$ cat src/rtl/frame_config_ctrl.sv
// SPI-programmed frame configuration register: stages a 32-bit word and applies it at frame_start.
// Optional readback of the live configuration is compiled in when CFG_READBACK_EN is defined.
module frame_config_ctrl (
  input  logic        clk,
  input  logic        rst_n,
  input  logic        ena,
  input  logic        ss,
  input  logic        rx_valid,
  input  logic [7:0]  rx_data,
  input  logic        frame_start,
  output logic [31:0] config_out,
  output logic        cfg_pending,
  output logic        cmd_error,
  output logic        busy,
  output logic [7:0]  tx_data
);

  localparam logic [7:0] CMD_WRITE = 8'hA5;
  localparam logic [7:0] CMD_READ  = 8'h5A;

  typedef enum logic [1:0] {
    IDLE  = 2'd0,
    WRITE = 2'd1
`ifdef CFG_READBACK_EN
    ,
    READ  = 2'd2
`endif
  } state_t;

  state_t      state, state_next;
  logic [1:0]  count, count_next;
  logic [31:0] shadow, shadow_next;
  logic [31:0] staged;
  logic [31:0] assembled;
  logic        ss_prev;
  logic        ss_rise;
  logic        load_staged;
  logic        err_next;

  assign ss_rise   = ss & ~ss_prev;
  assign assembled = {shadow[23:0], rx_data};
  assign busy      = (state != IDLE);

  always_comb begin
    state_next  = state;
    count_next  = count;
    shadow_next = shadow;
    load_staged = 1'b0;
    err_next    = 1'b0;
    if (ena) begin
      // Deselect mid-transaction wins over any byte arriving on the same edge.
      if (ss_rise && state != IDLE) begin
        state_next  = IDLE;
        count_next  = 2'd0;
        shadow_next = 32'd0;
        err_next    = (state == WRITE);
      end else if (rx_valid) begin
        case (state)
          IDLE: begin
            if (rx_data == CMD_WRITE) begin
              state_next  = WRITE;
              count_next  = 2'd0;
              shadow_next = 32'd0;
`ifdef CFG_READBACK_EN
            end else if (rx_data == CMD_READ) begin
              state_next = READ;
              count_next = 2'd0;
`endif
            end else begin
              err_next = 1'b1;
            end
          end
          WRITE: begin
            if (count == 2'd3) begin
              load_staged = 1'b1;
              state_next  = IDLE;
              count_next  = 2'd0;
              shadow_next = 32'd0;
            end else begin
              shadow_next = assembled;
              count_next  = count + 2'd1;
            end
          end
`ifdef CFG_READBACK_EN
          READ: begin
            if (count == 2'd3) begin
              state_next = IDLE;
              count_next = 2'd0;
            end else begin
              count_next = count + 2'd1;
            end
          end
`endif
          default: begin
            state_next = IDLE;
            count_next = 2'd0;
          end
        endcase
      end
    end
  end

  always_ff @(posedge clk or negedge rst_n) begin
    if (!rst_n) begin
      state       <= IDLE;
      count       <= 2'd0;
      shadow      <= 32'd0;
      staged      <= 32'd0;
      config_out  <= 32'd0;
      cfg_pending <= 1'b0;
      cmd_error   <= 1'b0;
      ss_prev     <= 1'b1;
    end else begin
      state     <= state_next;
      count     <= count_next;
      shadow    <= shadow_next;
      cmd_error <= err_next;
      ss_prev   <= ss;
      if (load_staged) begin
        staged <= assembled;
      end
      // A write completing on the frame_start edge defers to the next frame.
      if (load_staged) begin
        cfg_pending <= 1'b1;
      end else if (frame_start && cfg_pending) begin
        config_out  <= staged;
        cfg_pending <= 1'b0;
      end
    end
  end

`ifdef CFG_READBACK_EN
  logic [31:0] readback;

  always_ff @(posedge clk or negedge rst_n) begin
    if (!rst_n) begin
      readback <= 32'd0;
    end else if (state == IDLE && state_next == READ) begin
      readback <= config_out;
    end
  end

  always_comb begin
    tx_data = 8'h00;
    if (state == READ) begin
      case (count)
        2'd0:    tx_data = readback[31:24];
        2'd1:    tx_data = readback[23:16];
        2'd2:    tx_data = readback[15:8];
        default: tx_data = readback[7:0];
      endcase
    end
  end
`else
  assign tx_data = 8'h00;
`endif

endmodule

$ cat config.mk
export PLATFORM = sky130hd
export DESIGN_NAME = frame_config_ctrl
export DESIGN_NICKNAME = d
export VERILOG_FILES = /design/src/rtl/frame_config_ctrl.sv
export SDC_FILE = /design/constraint.sdc
export NUM_CORES = 1
export LEC_CHECK = 0
export ABC_AREA = 1
export CELL_PAD_IN_SITES_DETAIL_PLACEMENT = 0
export CELL_PAD_IN_SITES_GLOBAL_PLACEMENT = 1
export CORE_MARGIN = 2
export CORE_UTILIZATION = 35
export CTS_BUF_LIST = sky130_fd_sc_hd__clkbuf_4 sky130_fd_sc_hd__clkbuf_8
export CTS_CLUSTER_DIAMETER = 40
export DETAILED_ROUTE_END_ITERATION = 10
export GPL_TIMING_DRIVEN = 0
export MAX_ROUTING_LAYER = met4
export PLACE_DENSITY_LB_ADDON = 0.1
export SLEW_MARGIN = 15
export SYNTH_ARGS = -nofsm -noshare
export SYNTH_HDL_FRONTEND = slang
export SYNTH_SLANG_ARGS = --single-unit
$ cat constraint.sdc
create_clock -name clk -period 2.3 [get_ports clk]
set_input_delay 0.345 -clock clk [delete_from_list [all_inputs] [get_ports clk]]
set_output_delay 0.345 -clock clk [all_outputs]
set_load 0.02 [all_outputs]
==> results of run 1 <==
## power by group through the flow
stage	combinational, mW	clock, mW	sequential (mW)
2_1_floorplan	1.07	0	3.01
3_3_place_gp	2.20	0	2.76
3_5_place_dp	2.24	0	2.77
4_1_cts	2.25	1.29	2.74
5_1_grt	2.48	1.36	2.83
6_report	2.21	1.24	2.74
## layout by cell type (no fill, tap or decap)
master           synthesis  routed
clkinv_2                 0       2
bufinv_16                0       2
nand2_2                  3       3
a21oi_4                  1       1
inv_2                    2       2
buf_1                    3       3
o21ai_0                 34      34
nor3_4                   1       1
clkbuf_4                 0       2
clkdlybuf4s50_1          0      47
nand4_1                  1       1
buf_16                   0       1
a21oi_1                 19      19
nand3_1                 56      56
nand2_1                103     103
a21oi_2                  9       9
clkbuf_8                 0      10
dfrtp_1                 93      93
buf_4                   16      17
inv_4                    1       1
conb_1                   1       8
dfstp_2                  1       1
inv_1                   38      38
nor2_1                  57      57
a21boi_1                 1       1
dlygate4sd3_1            0       1
clkbuf_1                 4       4
buf_6                    5       5
buf_2                    8       8
ha_1                     1       1
## stage by stage
| stage | power [mW] | util [%] | cells | hold slack [ns] |
|---|---|---|---|---|
| 2_1_floorplan | 4.08 | - | 465 | 0.0494 |
| 3_3_place_gp | 4.96 | 41.7 | 656 | 0.457 |
| 3_5_place_dp | 5.01 | 41.9 | 657 | 0.342 |
| 4_1_cts | 6.27 | 44.0 | 674 | 0.462 |
| 5_1_grt | 6.67 | 44.0 | 674 | 0.482 |
| 6_report | 6.18 | 44.0 | 674 | 0.469 |
## flip-flops by register name (all words and copies together), names as in the netlist
| register | cells |
|---|---|
| cmd_error | 1 |
| state | 1 |
| shadow | 24 |
| staged | 32 |
| count | 2 |
| config_out | 32 |
| cfg_pending | 1 |
| ss_prev | 1 |
## worst paths after layout
path | from | endpoint | slack [ns] | cells past startpoint
min in group clk | shadow[21]$_DFFE_PN0P_ | shadow[21]$_DFFE_PN0P_ | 0.48 | 2
min reg2reg | shadow[21]$_DFFE_PN0P_ | shadow[21]$_DFFE_PN0P_ | 0.48 | 2
max | count[0]$_DFFE_PN0P_ | config_out[6]$_DFFE_PN0P_ | 0.47 | 7
max reg2reg | count[0]$_DFFE_PN0P_ | config_out[6]$_DFFE_PN0P_ | 0.47 | 7
min | rst_n | config_out[14]$_DFFE_PN0P_ | 0.47 | 2
max in group asynchronous | rst_n | ss_prev$_DFF_PN1_ | 1.14 | 3
## final cells by class
type                    count  area, sq um  area share, %
clock inverters             4         70.1           1.40
repair buffers             50          515           10.3
plain buffers              36          243           4.85
well taps                 143          179           3.58
flip-flops and latches     94         2350           47.0
multi-input cells         294         1330           26.6
inverters                  41          156           3.13
clock buffers              12          153           3.05
## worst max-delay path, stage by stage (launching register included)
cell and delay, ns:
dfrtp_1 0.41, ha_1 0.23, inv_2 0.12, nor2_1 0.07, nand2_2 0.18, buf_1 0.47
nand3_1 0.17, nand2_1 0.10
## metal layers
layer / vias up / part of all wire [%] / GRT usage, %
met5: - / 0 / -
met4: 0 / 1.7 / 7.08
met3: 14 / 3.3 / 3.59
met2: 54 / 45 / 24.4
met1: 1451 / 50 / 23.1
li1: 1575 / - / -
## kinds of logic after synthesis
group           synth area share (%)
compound gates                  9.06
simple gates                    22.7
fa+ha+maj                      0.308
other cells                   0.0924
buf+inv                         9.83
flops                           58.0
==> reports/qor.txt, run 1 <==
Avg WL per Cell: 13.7 microns
Fmax: 546 MHz
Share of flip-flops with an asynchronous set or reset: 100%
Max Fanout on Critical Path: 10
Die ar.: 12500 sq um
RSZ-0062 raised after global routing: false
Ys Warns: 0
Final ANT Viol Nets: 0
Top cells by count, synth: nand2_1, dfrtp_1, nor2_1
PnR worst setup slack: 0.470 ns
Clock Path Buffers: 2
CTS tree: done
Sw frac: 35.1%
CTS Buf Count: 9
GRT overflow: 0
Initial core utilization: 35.7%
# diodes: 0
Type of the worst min-delay path: in -> async
Nets: 541
Layout area overhead: 23.2%
Area contributors post-synth: dfrtp_1, nand2_1, nand3_1
H-tree lvl count: 3
Port buffer count: 48
Status: completed
Syn Area/Cell: 8.86 sq um
WP data arrival: 2.14 ns
Final wirelength: 9260 microns
Initial DRT Pass Iterations: 4
Post-CTS setup buffer count: 0
Final worst path period share: 79.6%
Final Setup Violations: 0
Most common cell in the netlist: nand2_1
Max Cap Viol: 0
Final hold vios: 0
CP startpoint kind: flip-flop
Setup slack at placement: 0.258 ns
Kind of critical path: reg -> reg
Post-Synthesis Cells: 458
Post-route minimum period: 1.83 ns
Ys flop type: dfrtp_1
Share of the synthesized area in the top cell type: 57.3%
Setup TNS: 0 ns
Number of global-route vias before repair: 3045
Post-DP HPWL: 6620 microns
Rows: 39
Fillers: 1170
Combinational fraction of design power: 35.7%
Least-Margin Pin Slew: 0.552 ns
Leakage Power: 2.57 nW
CTS clk-pin slew, worst paths: 0.09 ns
Reg power frac: 44.3%
Die width: 112 microns
Share of cells above drive strength 1: 12.2%
Max_slew headroom: 63.2%
Vias post-DR: 3094
Clk_lat worst skew: 0.37 ns
DP Area: 4770 sq um
Sink Count: 94
PwrDens: 1240 nW/um^2
Register area share after synthesis: 58.0%
Pin count of the biggest net entering global routing: 61
Number of flops mapped to enable cells by yosys: 0
Worst Setup End Kind: flip-flop
Core area: 11400 sq um
Remaining DRCs: 0
Antenna violations before repair: 0
Drt initial violations: 121
Clock root cell: clkbuf_8
Num ports: 57
Die height: 112 microns
First-pass GRT wire length: 15900 microns
Pins Over Slew Limit: 0
Yosys cell types: 23
Mapped Area: 4060 sq um
Peak supply drop: 0.496 mV
Hold buffer count at cts: 1
P_int: 4.01 mW
Final RePlAce weighted congestion: 0.814
Synth Register Bits: 94
Post-route cell area: 5000 sq um
Cell taking the most area after synthesis: dfrtp_1
P_sw: 2.17 mW
Clk pwr share: 20.0%
Worst Skew: 0.00995 ns
Total track usage: 16.8%
CP required: 2.61 ns
Post-CTS resize count: 0
Avg Vias per Cell: 4.59
(Power assumes the default switching activity.)
==> run 2, diff against run 1 <==
==> constraint.sdc (replaced) <==
create_clock -name clk -period 1.9 [get_ports clk]
set_input_delay 0.285 -clock clk [delete_from_list [all_inputs] [get_ports clk]]
set_output_delay 0.285 -clock clk [all_outputs]
set_load 0.02 [all_outputs]
==> run 2 against run 1 <==
Net effect:
- critical path depth unchanged
- setup slack got worse by 0.24 ns
- non-clock buffer count unchanged
- largest power group unchanged
- final area about the same
- maximum frequency increased by 9.3%
- sequential share of layout area about the same
- first-iteration DRC count unchanged
- sequential power increased by 21%
- clock skew about the same
- wire length unchanged
- total power increased by 21%
- flip-flop and latch count unchanged
- critical endpoint is now config_out[0]$_DFFE_PN0P_
==> reports/qor.txt, run 2 (synthesis gave the netlist of run 1 again) <==
Critical path's top delay family: flip-flops
Clock root cell: clkbuf_8
Critical path endpoint: config_out[0]$_DFFE_PN0P_
Final hold vios: 0
Top flop regs: config_out (32), staged (32), shadow (24)
Pins Over Slew Limit: 0
Final ANT Viol Nets: 0
Layout Cells excl Fill: 674
Post-route minimum period: 1.67 ns
WP data arrival: 1.96 ns
Vias post-DR: 3095
Die width: 112 microns
Share of cells above drive strength 1: 12.6%
Worst R2R Start: count[0]$_DFFE_PN0P_
PwrDens: 1500 nW/um^2
Worst setup startpoint: count[0]$_DFFE_PN0P_
Port buffer count: 48
DP Area: 4770 sq um
Initial DRT Pass Iterations: 4
Final Setup Violations: 0
Drt initial violations: 121
Final wirelength: 9260 microns
H-tree lvl count: 3
Core area: 11400 sq um
CP dominant cell by count: nand2_2
Clk_lat worst skew: 0.37 ns
CTS tree: done
WP depth: 7
CTS Buf Count: 9
Type of the worst min-delay path: in -> async
Final RePlAce weighted congestion: 0.814
R2R setup slack: 0.23 ns
Sink Count: 94
Placed Cells incl. Taps: 657
Avg WL per Cell: 13.7 microns
RSZ-0062 raised after global routing: false
R2R Path End: config_out[0]$_DFFE_PN0P_
Layout area overhead: 23.3%
Max Fanout on Critical Path: 10
Leakage Power: 2.58 nW
Post-DP HPWL: 6620 microns
Critical path's largest stage delay: 0.41 ns
Peak supply drop: 0.601 mV
CTS clk-pin slew, worst paths: 0.09 ns
Num ports: 57
# diodes: 0
Status: completed
Die ar.: 12500 sq um
Number of global-route vias before repair: 3045
Remaining DRCs: 0
Critical path, cell by cell: ha_1, inv_2, nor2_1, nand2_2, nand2_2, buf_2, o21ai_0
Max Cap Viol: 0
Worst Skew: 0.00986 ns
Kind of critical path: reg -> reg
Antenna violations before repair: 0
Post-route cell area: 5000 sq um
Pin count of the biggest net entering global routing: 61
Rows: 39
Setup TNS: 0 ns
Final worst path period share: 88.1%
CP bufs+invs: 2
Worst Reg-to-Reg Cells: 7
Nets: 541
Initial core utilization: 35.7%
Avg Vias per Cell: 4.59
CP required: 2.18 ns
CP max-delay cell: dfrtp_1
Total track usage: 16.8%
Commonest non-fill, non-tap cells in the layout: nand2_1, dfrtp_1, nor2_1, nand3_1, clkdlybuf4s50_1
Most common cell after layout, fill and taps aside: nand2_1
Fillers: 1171
First-pass GRT wire length: 15900 microns
Clock Path Buffers: 2
GRT overflow: 0
CP startpoint kind: flip-flop
Hold slack: 0.409 ns
Fmax: 597 MHz
Final Core Density: 44.0%
Die height: 112 microns
Worst Setup End Kind: flip-flop
[run 2: routing by layer]
layer | part of all wire (%) | GRT usage, % | up-vias
met4 | 1.7 | 7.08 | 0
met5 | 0 | - | -
met3 | 3.4 | 3.59 | 14
met1 | 50 | 23.1 | 1450
li1 | - | - | 1575
met2 | 45 | 24.4 | 56
[run 2: power by group]
group	total (mW)	internal [mW]	switching, mW
logic	2.67	1.19	1.48
registers	3.31	2.86	0.450
clock network	1.50	0.803	0.697
total	7.48	4.86	2.63
[run 2: worst min path at each step]
stage / endpoint / startpoint / cells after the start / slack (ns)
6_report: config_out[14]$_DFFE_PN0P_ / rst_n / 2 / 0.41
5_1_grt: config_out[14]$_DFFE_PN0P_ / rst_n / 2 / 0.42
4_1_cts: config_out[14]$_DFFE_PN0P_ / rst_n / 2 / 0.40
3_5_place_dp: staged[12]$_DFFE_PN0P_ / rst_n / 1 / 0.28
3_3_place_gp: config_out[3]$_DFFE_PN0P_ / config_out[3]$_DFFE_PN0P_ / 2 / 0.46
2_1_floorplan: cfg_pending$_DFFE_PN0P_ / rst_n / 0 / -0.01
[run 2: cell type report]
cell class / count / area (sq um) / share of cell area [%]
flip-flops and latches: 94 / 2350 / 47.0
repair buffers: 50 / 515 / 10.3
plain buffers: 36 / 245 / 4.90
clock buffers: 12 / 153 / 3.05
multi-input cells: 294 / 1330 / 26.6
well taps: 143 / 179 / 3.58
clock inverters: 4 / 70.1 / 1.40
inverters: 41 / 156 / 3.13
[run 2: what timing repair did]
action,4_1_cts,5_1_grt
hold buffers,1,0
setup endpoints to repair,0,15
endpoints found under the hold margin,34,0
buffers inserted,0,0
resized for setup,0,2
[run 2: stage by stage]
step | power, mW | setup slack (ns)
floorplan | 4.94 | 0.510
global placement | 6.00 | -3.00
detailed placement | 6.06 | -0.0824
CTS | 7.59 | 0.0414
global route | 8.07 | 0.0607
finish | 7.48 | 0.226
